## config.mk

```make
export PLATFORM = sky130hd
export DESIGN_NAME = datamem_param
export DESIGN_NICKNAME = d
export VERILOG_FILES = /design/src/rtl/datamem_param.sv
export SDC_FILE = /design/constraint.sdc
export NUM_CORES = 1
export LEC_CHECK = 0
export ABC_AREA = 1
export ABC_CLOCK_PERIOD_IN_PS = 2200
export CAP_MARGIN = 5
export CORE_UTILIZATION = 59
export DETAILED_ROUTE_END_ITERATION = 16
export PLACE_DENSITY_LB_ADDON = 0.12
export SYNTH_ARGS = -nofsm -noshare
export SYNTH_HDL_FRONTEND = slang
export SYNTH_SLANG_ARGS = --single-unit
```

## constraint.sdc

```tcl
create_clock -name clock -period 2.2 [get_ports clock]
set_input_delay 0.22 -clock clock [delete_from_list [all_inputs] [get_ports clock]]
set_output_delay 0.22 -clock clock [all_outputs]
set_load 0.02 [all_outputs]
```

## src/rtl/datamem_param.sv

```systemverilog
// Parametrised data memory: two combinational read ports and one run-gated write port,
// initialised from an external init ROM. The optional DATAMEM_WR_BYPASS_EN macro adds write-through forwarding.
module datamem_param #(
  parameter int DATA_W = 8,
  parameter int ADDR_W = 4
) (
  input  logic              clock,
  input  logic              reset,
  input  logic              run,
  input  logic              wr_en,
  input  logic [ADDR_W-1:0] write_select,
  input  logic [DATA_W-1:0] inp,
  input  logic [ADDR_W-1:0] read_select_a,
  input  logic [ADDR_W-1:0] read_select_b,
  output logic [DATA_W-1:0] data_out_a,
  output logic [DATA_W-1:0] data_out_b,
  input  logic              reload_req,
  output logic [ADDR_W-1:0] init_addr,
  input  logic [DATA_W-1:0] init_data,
  output logic              ready,
  output logic              wr_dropped
);

  // state  | meaning
  // S_LOAD | copying the init image, one word per clock; writes dropped
  // S_IDLE | initialised; run & wr_en writes the array
  typedef enum logic {S_LOAD = 1'b0, S_IDLE = 1'b1} state_t;

  state_t              r_state, w_state_nxt;
  logic [ADDR_W-1:0]   r_init_addr, w_init_addr_nxt;
  logic                r_wr_dropped;
  logic [DATA_W-1:0]   r_mem [2**ADDR_W];
  logic                w_wr_req;
  logic                w_last;

  assign w_wr_req = run & wr_en;
  assign w_last   = &r_init_addr;

  always_comb begin
    w_state_nxt     = r_state;
    w_init_addr_nxt = r_init_addr;
    if (r_state == S_LOAD) begin
      if (w_last) begin
        w_state_nxt     = S_IDLE;
        w_init_addr_nxt = '0;
      end else begin
        w_init_addr_nxt = r_init_addr + {{(ADDR_W-1){1'b0}}, 1'b1};
      end
    end else if (reload_req) begin
      w_state_nxt     = S_LOAD;
      w_init_addr_nxt = '0;
    end
  end

  always_ff @(posedge clock or posedge reset) begin
    if (reset) begin
      r_state      <= S_LOAD;
      r_init_addr  <= '0;
      r_wr_dropped <= 1'b0;
    end else begin
      r_state      <= w_state_nxt;
      r_init_addr  <= w_init_addr_nxt;
      r_wr_dropped <= (r_state == S_LOAD) & w_wr_req;
    end
  end

  // Array has no reset; any word touched while reset is held is rewritten by the following LOAD.
  always_ff @(posedge clock) begin
    if (r_state == S_LOAD) begin
      r_mem[r_init_addr] <= init_data;
    end else if (w_wr_req) begin
      r_mem[write_select] <= inp;
    end
  end

`ifdef DATAMEM_WR_BYPASS_EN
  logic w_fwd;
  assign w_fwd      = (r_state == S_IDLE) & w_wr_req;
  assign data_out_a = (w_fwd && (read_select_a == write_select)) ? inp : r_mem[read_select_a];
  assign data_out_b = (w_fwd && (read_select_b == write_select)) ? inp : r_mem[read_select_b];
`else
  assign data_out_a = r_mem[read_select_a];
  assign data_out_b = r_mem[read_select_b];
`endif

  assign init_addr  = r_init_addr;
  assign ready      = (r_state == S_IDLE);
  assign wr_dropped = r_wr_dropped;

endmodule

```

==> results.json, run 1 <==
{
  "ctsRootBufferMaster": "sky130_fd_sc_hd__clkbuf_16",
  "fin_crit_sh_pct": 93.9,
  "syn-num-nets": 920,
  "gp_congestion": 0.974,
  "netlist-cell-type-count": 21,
  "internal_power_mw": 6.01,
  "syn2layout_area_growth_pct": 20.4,
  "cp_max_fo": 32,
  "grt_first_pass_wirelength_um": 33500,
  "power_mw": 8.82,
  "yosys_warnings": 0,
  "clockBufferDepth": 2,
  "ys_seq_area_share_pct": 54.9,
  "final_cell_count_no_fill": 1108,
  "design.portCount": 55,
  "worstSetupStartpointType": "input pin",
  "max_capacitance_violation_total": 0,
  "antenna_violations_before_repair": 0,
  "synthTopCellsByArea": "sky130_fd_sc_hd__edfxtp_1 (53%), sky130_fd_sc_hd__nand3_1 (16%), sky130_fd_sc_hd__nand2_1 (15%)",
  "placementRows": 40,
  "worst_slew_pin_slew_ps": 374,
  "nets": 982,
  "global_route.usage.met3_pct": 7.98,
  "die_width_um": 113,
  "drive_gt1_share_pct": 9.57,
  "fin_setup_tns_ps": 0,
  "globalRouteMet2Util_pct": 57.6,
  "drtIter0Drc": 917,
  "total_of_buffers_placed_on_input_and_output_ports": 54,
  "detail_route.first_pass.iterations": 6,
  "numPlacedInstances": 1076,
  "period_minus_slack_ps": 2070,
  "finClkSkew_ps": 5.29,
  "rr_worst_depth": 7,
  "fmaxAchievable_mhz": 484,
  "post_cts_hold_buffer_count": 0,
  "slowest_delay_ps": 460,
  "antenna_left": 0,
  "max_slew_margin_pct": 75.1,
  "hpwlAfterDp_um": 14100,
  "rsz_0062_raised_after_global_routing": "no",
  "synth-seq-cells": 134,
  "wl_per_cell_um": 19.6,
  "worst_hold_path_type": "in -> async",
  "timing.critical_path.to_type": "output port",
  "worst_ep_required_time_ps": 1980,
  "data_arrival_time_of_the_critical_path_ps": 1850,
  "crit_path_frequent_cell": "sky130_fd_sc_hd__nand3_1",
  "register_area_um2": 3990,
  "timing.setup.critical_path_class": "in -> out",
  "combinational_power_share_pct": 25.5,
  "gr-usage-met1_pct": 45.4,
  "timing.final.max_slew_violations": 0,
  "setup_violations": 0,
  "power.clock.fraction_pct": 34.2,
  "grt_start_max_net_pins": 65,
  "timing.rr.end": "r_mem[13][3]",
  "cts.repair_timing.setup_buffer_count": 0,
  "syn-mean-instance-area_um2": 8.20,
  "netlist.area_leader.share_pct": 52.9,
  "p_sw_mw": 2.81,
  "routed-via-count": 6560,
  "multi_input_comb_area_um2": 2490,
  "seq_power_share_pct": 40.2,
  "track_usage_pct": 35.7,
  "mappedNetlistArea_um2": 7270,
  "cts_tree": "done",
  "cts_buffers": 17,
  "layout.filler_cells": 893,
  "power.density_cell_area_nw_per_um2": 1010,
  "postRouteWirelength_um": 21700,
  "start_util_pct": 60.5,
  "power.static_leakage_nw": 4.00,
  "via_count_of_the_first_global_routing_pass": 6328,
  "clk_pin_slew_worst_paths_ps": 60,
  "cp-startpoint": "read_select_a[1]",
  "vdd.ir_drop.worst_mv": 1.10,
  "reg2reg_from": "ready",
  "antenna_cell_count": 0,
  "grt_overflow": 0,
  "die_span_y_um": 113,
  "cts.sinks": 134,
  "yosys.area.top_type": "sky130_fd_sc_hd__edfxtp_1",
  "clkLatencyLatePin_ps": 430,
  "core_region_area_um2": 12000,
  "crit_path_top_delay_cell": "sky130_fd_sc_hd__clkdlybuf4s50_1",
  "outcome": "complete, no violations",
  "via_per_inst": 5.92,
  "total_die_area_um2": 12800,
  "timing.reg2reg.setup_slack_ps": 240,
  "drc": 0,
  "postSynthCellCount": 886,
  "path_cells": "clkdlybuf4s50_1 -> inv_1 -> buf_12 -> nand3_1 -> nand3_1 -> nand3_1 -> nand2_1 -> dlygate4sd2_1",
  "h-tree-depth": 4,
  "power.share.switching_pct": 31.8,
  "timing_hold_violations_final": 0,
  "top_usage_layer": "met2"
}
## stage by stage
step	setup WS, ps	instance area [um^2]	util [%]	hold WS [ps]
4_1_cts	175	8750	72.9	7.36
3_3_place_gp	-90.0	8140	67.8	453
2_1_floorplan	309	7270	-	11.0
3_5_place_dp	-94.3	8140	67.8	460
5_1_grt	41.4	8750	72.9	36.0
6_report	133	8750	72.9	15.8
## synthesized netlist by cell type
cell type and instances:
sky130_fd_sc_hd__nand3_1 229, sky130_fd_sc_hd__edfxtp_1 128, sky130_fd_sc_hd__ha_1 1, sky130_fd_sc_hd__o22ai_1 2, sky130_fd_sc_hd__clkbuf_1 18, sky130_fd_sc_hd__o21ai_1 2
sky130_fd_sc_hd__nand2_1 282, sky130_fd_sc_hd__nand3_4 1, sky130_fd_sc_hd__inv_1 144, sky130_fd_sc_hd__buf_1 3, sky130_fd_sc_hd__buf_6 1, sky130_fd_sc_hd__o21ai_0 3
sky130_fd_sc_hd__o31ai_1 1, sky130_fd_sc_hd__dfrtp_1 6, sky130_fd_sc_hd__buf_2 27, sky130_fd_sc_hd__nor2_1 18, sky130_fd_sc_hd__o21ai_2 2, sky130_fd_sc_hd__inv_2 4
sky130_fd_sc_hd__xor2_1 1, sky130_fd_sc_hd__mux2_2 8, sky130_fd_sc_hd__nand2_2 5
## cells in the final DEF (no fill, tap or decap)
master	netlist	final
sky130_fd_sc_hd__clkinv_4	0	3
sky130_fd_sc_hd__clkbuf_16	0	17
sky130_fd_sc_hd__o21ai_0	3	3
sky130_fd_sc_hd__o31ai_1	1	1
sky130_fd_sc_hd__mux2_2	8	8
sky130_fd_sc_hd__o22ai_1	2	2
sky130_fd_sc_hd__clkdlybuf4s50_1	0	36
sky130_fd_sc_hd__ha_1	1	1
sky130_fd_sc_hd__inv_6	0	3
sky130_fd_sc_hd__xor2_1	1	1
sky130_fd_sc_hd__o21ai_1	2	2
sky130_fd_sc_hd__buf_4	0	30
sky130_fd_sc_hd__nand2_1	282	282
sky130_fd_sc_hd__nand3_4	1	1
sky130_fd_sc_hd__nor2_1	18	18
sky130_fd_sc_hd__nand3_1	229	229
sky130_fd_sc_hd__o21ai_2	2	2
sky130_fd_sc_hd__dlygate4sd2_1	0	16
sky130_fd_sc_hd__inv_2	4	4
sky130_fd_sc_hd__bufinv_16	0	4
sky130_fd_sc_hd__dfrtp_1	6	6
sky130_fd_sc_hd__clkinv_2	0	3
sky130_fd_sc_hd__buf_2	27	2
sky130_fd_sc_hd__edfxtp_1	128	128
sky130_fd_sc_hd__clkinvlp_4	0	2
sky130_fd_sc_hd__inv_1	144	144
sky130_fd_sc_hd__buf_12	0	8
sky130_fd_sc_hd__nand2_2	5	5
## state kept, by name, summed over array words and instances (netlist names)
signal      flops
wr_dropped      1
r_mem         128
init_addr       4
ready           1
## power groups by stage
| stage | Combinational, mW | Sequential [mW] | Clock (mW) |
|---|---|---|---|
| 2_1_floorplan | 1.30 | 3.61 | 0 |
| 3_3_place_gp | 2.19 | 3.58 | 0 |
| 4_1_cts | 2.22 | 3.55 | 3.02 |
| 3_5_place_dp | 2.23 | 3.60 | 0 |
| 6_report | 2.25 | 3.55 | 3.02 |
| 5_1_grt | 2.45 | 3.58 | 3.13 |
## critical path, delay by kind of cell
kind | cells | cell delay, ps
buf+inv | 4 | 1140
simple gates | 4 | 470
## logic make-up after synthesis
logic type / count (synthesis) / share of synthesized area [%]
compound gates: 10 / 0.861
xor+xnor: 1 / 0.121
fa+ha+maj: 1 / 0.172
buf+inv: 197 / 10.7
flops: 134 / 54.9
mux: 8 / 1.24
simple gates: 535 / 31.9
## layout make-up
cell class,instances,area share [%]
tap,147,2.10
multi-input combinational,555,28.5
timing repair buffer,92,10.2
sequential,134,45.6
inverter,148,6.35
clock inverter,15,2.32
clock buffer,17,4.86
## worst max path at each step
stage / end
2_1_floorplan: r_mem[0][0]
3_3_place_gp: data_out_a[3]
3_5_place_dp: data_out_a[2]
4_1_cts: data_out_a[2]
5_1_grt: r_mem[3][1]
6_report: data_out_a[2]
## what timing repair did
item / 4_1_cts / 5_1_grt
setup endpoints to repair: 16 / 0
endpoints found under the hold margin: 0 / 0
resized for setup: 16 / 0
## metal layers
| metal | share of wire (%) | routed length (um) | vias up |
|---|---|---|---|
| li1 | - | - | 2986 |
| met1 | 38 | 8210 | 3005 |
| met2 | 48 | 10300 | 486 |
| met3 | 10 | 2220 | 83 |
| met4 | 4.3 | 933 | 0 |
| met5 | 0 | 0 | - |
No activity file was read; power rests on OpenSTA's default activity.
==> run 2: changes to the inputs <==
--- a/config.mk
+++ b/config.mk
@@ -12,4 +12,5 @@
 export DETAILED_ROUTE_END_ITERATION = 16
 export PLACE_DENSITY_LB_ADDON = 0.12
+export SETUP_SLACK_MARGIN = 0.15
 export SYNTH_ARGS = -nofsm -noshare
 export SYNTH_HDL_FRONTEND = slang
==> constraint.sdc (replaced) <==
create_clock -name clock -period 2.2 [get_ports clock]
set_input_delay 0.22 -clock clock [delete_from_list [all_inputs] [get_ports clock]]
set_output_delay 0.22 -clock clock [all_outputs]
set_load 0.1 [all_outputs]
==> run 2 against run 1 <==
Critical endpoint is now data_out_a[7]; critical path type unchanged; highest routed layer unchanged; final cell count decreased by 0.36%; combinational power increased by 33%; wire length increased by 7.1%; global-route usage increased by 2.0 points; clock skew decreased by 0.63 ps; core utilization increased by 1.7 points; sequential share of layout area decreased by 0.94 points; register-to-register slack improved by 160 ps; first-iteration DRC count increased by 21%.
==> results.json, run 2 (synthesized netlist as in run 1, its figures left out) <==
{
  "postRouteWirelength_um": 23200,
  "syn2layout_area_growth_pct": 23.2,
  "worst_slew_pin_slew_ps": 490,
  "grt_overflow": 0,
  "power.static_leakage_nw": 4.06,
  "detail_route.first_pass.iterations": 8,
  "timing.reg2reg.setup_slack_ps": 400,
  "p_sw_mw": 3.40,
  "ctsRootBufferMaster": "sky130_fd_sc_hd__clkbuf_16",
  "path_cells": "clkdlybuf4s50_1 -> inv_2 -> buf_12 -> nand3_1 -> nand3_1 -> nand3_1 -> nand2_1 -> buf_12",
  "vdd.ir_drop.worst_mv": 1.48,
  "fin_setup_tns_ps": 0,
  "reg2reg_from": "ready",
  "period_minus_slack_ps": 2010,
  "worstSetupStartpointType": "input pin",
  "largest_register_ffs": 128,
  "worst_hold_path_type": "in -> async",
  "nets": 980,
  "total_of_buffers_placed_on_input_and_output_ports": 54,
  "grt_first_pass_wirelength_um": 34800,
  "power_mw": 9.41,
  "max_capacitance_violation_total": 0,
  "setup_violations": 0,
  "outcome": "complete, no violations",
  "final_common_cell": "sky130_fd_sc_hd__nand2_1",
  "power.density_cell_area_nw_per_um2": 1050,
  "timing.rr.end": "r_mem[8][6]",
  "gp_congestion": 0.892,
  "power.share.switching_pct": 36.1,
  "cts.sinks": 134,
  "multi_input_comb_area_um2": 2500,
  "layout.filler_cells": 887,
  "cts_tree": "done",
  "placementRows": 40,
  "clkLatencyLatePin_ps": 430,
  "antenna_left": 0,
  "cts_buffers": 17,
  "die_span_y_um": 113,
  "data_arrival_time_of_the_critical_path_ps": 1790,
  "largest_register": "r_mem",
  "timing.critical_path.to_type": "output port",
  "wl_per_cell_um": 21.0,
  "start_util_pct": 60.5,
  "track_usage_pct": 37.7,
  "drive_gt1_share_pct": 12.6,
  "h-tree-depth": 4,
  "timing.final.max_slew_violations": 0,
  "crit_path_top_delay_cell": "sky130_fd_sc_hd__clkdlybuf4s50_1",
  "max_slew_margin_pct": 67.4,
  "routed-via-count": 6710,
  "internal_power_mw": 6.01,
  "worst_ep_required_time_ps": 1980,
  "cp_max_fo": 16,
  "combinational_power_share_pct": 31.8,
  "dpl_worst_slack_ps": 111,
  "antenna_violations_before_repair": 0,
  "most-common-layout-cells": "sky130_fd_sc_hd__nand2_1 (280), sky130_fd_sc_hd__nand3_1 (228), sky130_fd_sc_hd__inv_1 (140)",
  "timing.setup.critical_path_class": "in -> out",
  "rsz_0062_raised_after_global_routing": "no",
  "rr_worst_depth": 5,
  "post_cts_hold_buffer_count": 0,
  "grt_start_max_net_pins": 65,
  "timing_hold_violations_final": 0,
  "crit_path_frequent_cell": "sky130_fd_sc_hd__nand3_1",
  "drc": 0,
  "register_area_um2": 4000,
  "hpwlAfterDp_um": 14100,
  "fin_crit_sh_pct": 91.4,
  "power.clock.fraction_pct": 30.3,
  "via_count_of_the_first_global_routing_pass": 6444,
  "fmaxAchievable_mhz": 497,
  "antenna_cell_count": 0,
  "drtIter0Drc": 1109,
  "final_critical_path_setup_slack_ps": 190,
  "total_die_area_um2": 12800,
  "via_per_inst": 6.08,
  "seq_power_share_pct": 38.0,
  "die_width_um": 113,
  "design.portCount": 55,
  "finClkSkew_ps": 4.66,
  "clk_pin_slew_worst_paths_ps": 60,
  "core_region_area_um2": 12000,
  "slowest_delay_ps": 480,
  "clockBufferDepth": 2
}
## run 2: timing repair
| action | in CTS | in global routing |
|---|---|---|
| resized for setup | 0 | 8 |
| buffers inserted | 0 | 3 |
| endpoints found under the setup margin | 0 | 10 |
| hold endpoints to repair | 0 | 0 |
## run 2: stage by stage
| stage | hold slack [ps] | cells | cell area (um^2) | util (%) |
|---|---|---|---|---|
| floorplan | 10.7 | 886 | 7280 | - |
| global placement | 449 | 1068 | 8240 | 68.6 |
| detailed placement | 459 | 1068 | 8240 | 68.6 |
| CTS | 8.26 | 1098 | 8820 | 73.5 |
| global route | 30.1 | 1104 | 8950 | 74.6 |
| finish | 13.0 | 1104 | 8950 | 74.6 |
## run 2: how the worst max path moves through the flow
stage / startpoint / endpoint / slack (ps) / cells after the start
finish: read_select_a[1] / data_out_a[7] / 190 / 8
floorplan: ready / r_mem[0][0] / 210 / 7
global placement: run / r_mem[10][3] / 150 / 6
global route: read_select_a[1] / data_out_a[2] / 160 / 8
detailed placement: wr_en / r_mem[8][4] / 110 / 6
CTS: read_select_b[2] / data_out_b[2] / 160 / 6
## run 2: cell type report
type / instances / area share, %
timing repair buffer: 90 / 12.4
inverter: 148 / 6.29
clock buffer: 18 / 4.79
clock inverter: 12 / 1.76
multi-input combinational: 555 / 28.0
sequential: 134 / 44.7
tap: 147 / 2.05
## run 2: power groups by stage
stage	registers, mW	clock network (mW)	logic (mW)
final	3.57	2.85	2.99
after CTS	3.57	2.84	2.91
after floorplan	3.90	0	1.57
after detailed placement	3.61	0	2.88
after global placement	3.60	0	2.83
after global routing	3.61	2.95	3.16
## run 2: routing by layer
metal / global-route usage [%] / share of wire, % / routed length [um]
met4: 27.2 / 6.6 / 1550
met1: 47.0 / 36 / 8300
met2: 58.2 / 45 / 10400
met5: 0 / 0 / 0
met3: 8.73 / 13 / 2950
## run 2: worst max-delay path, delay by kind of cell
family        cells  cell delay [ps]
buf+inv           4             1010
simple gates      4              560
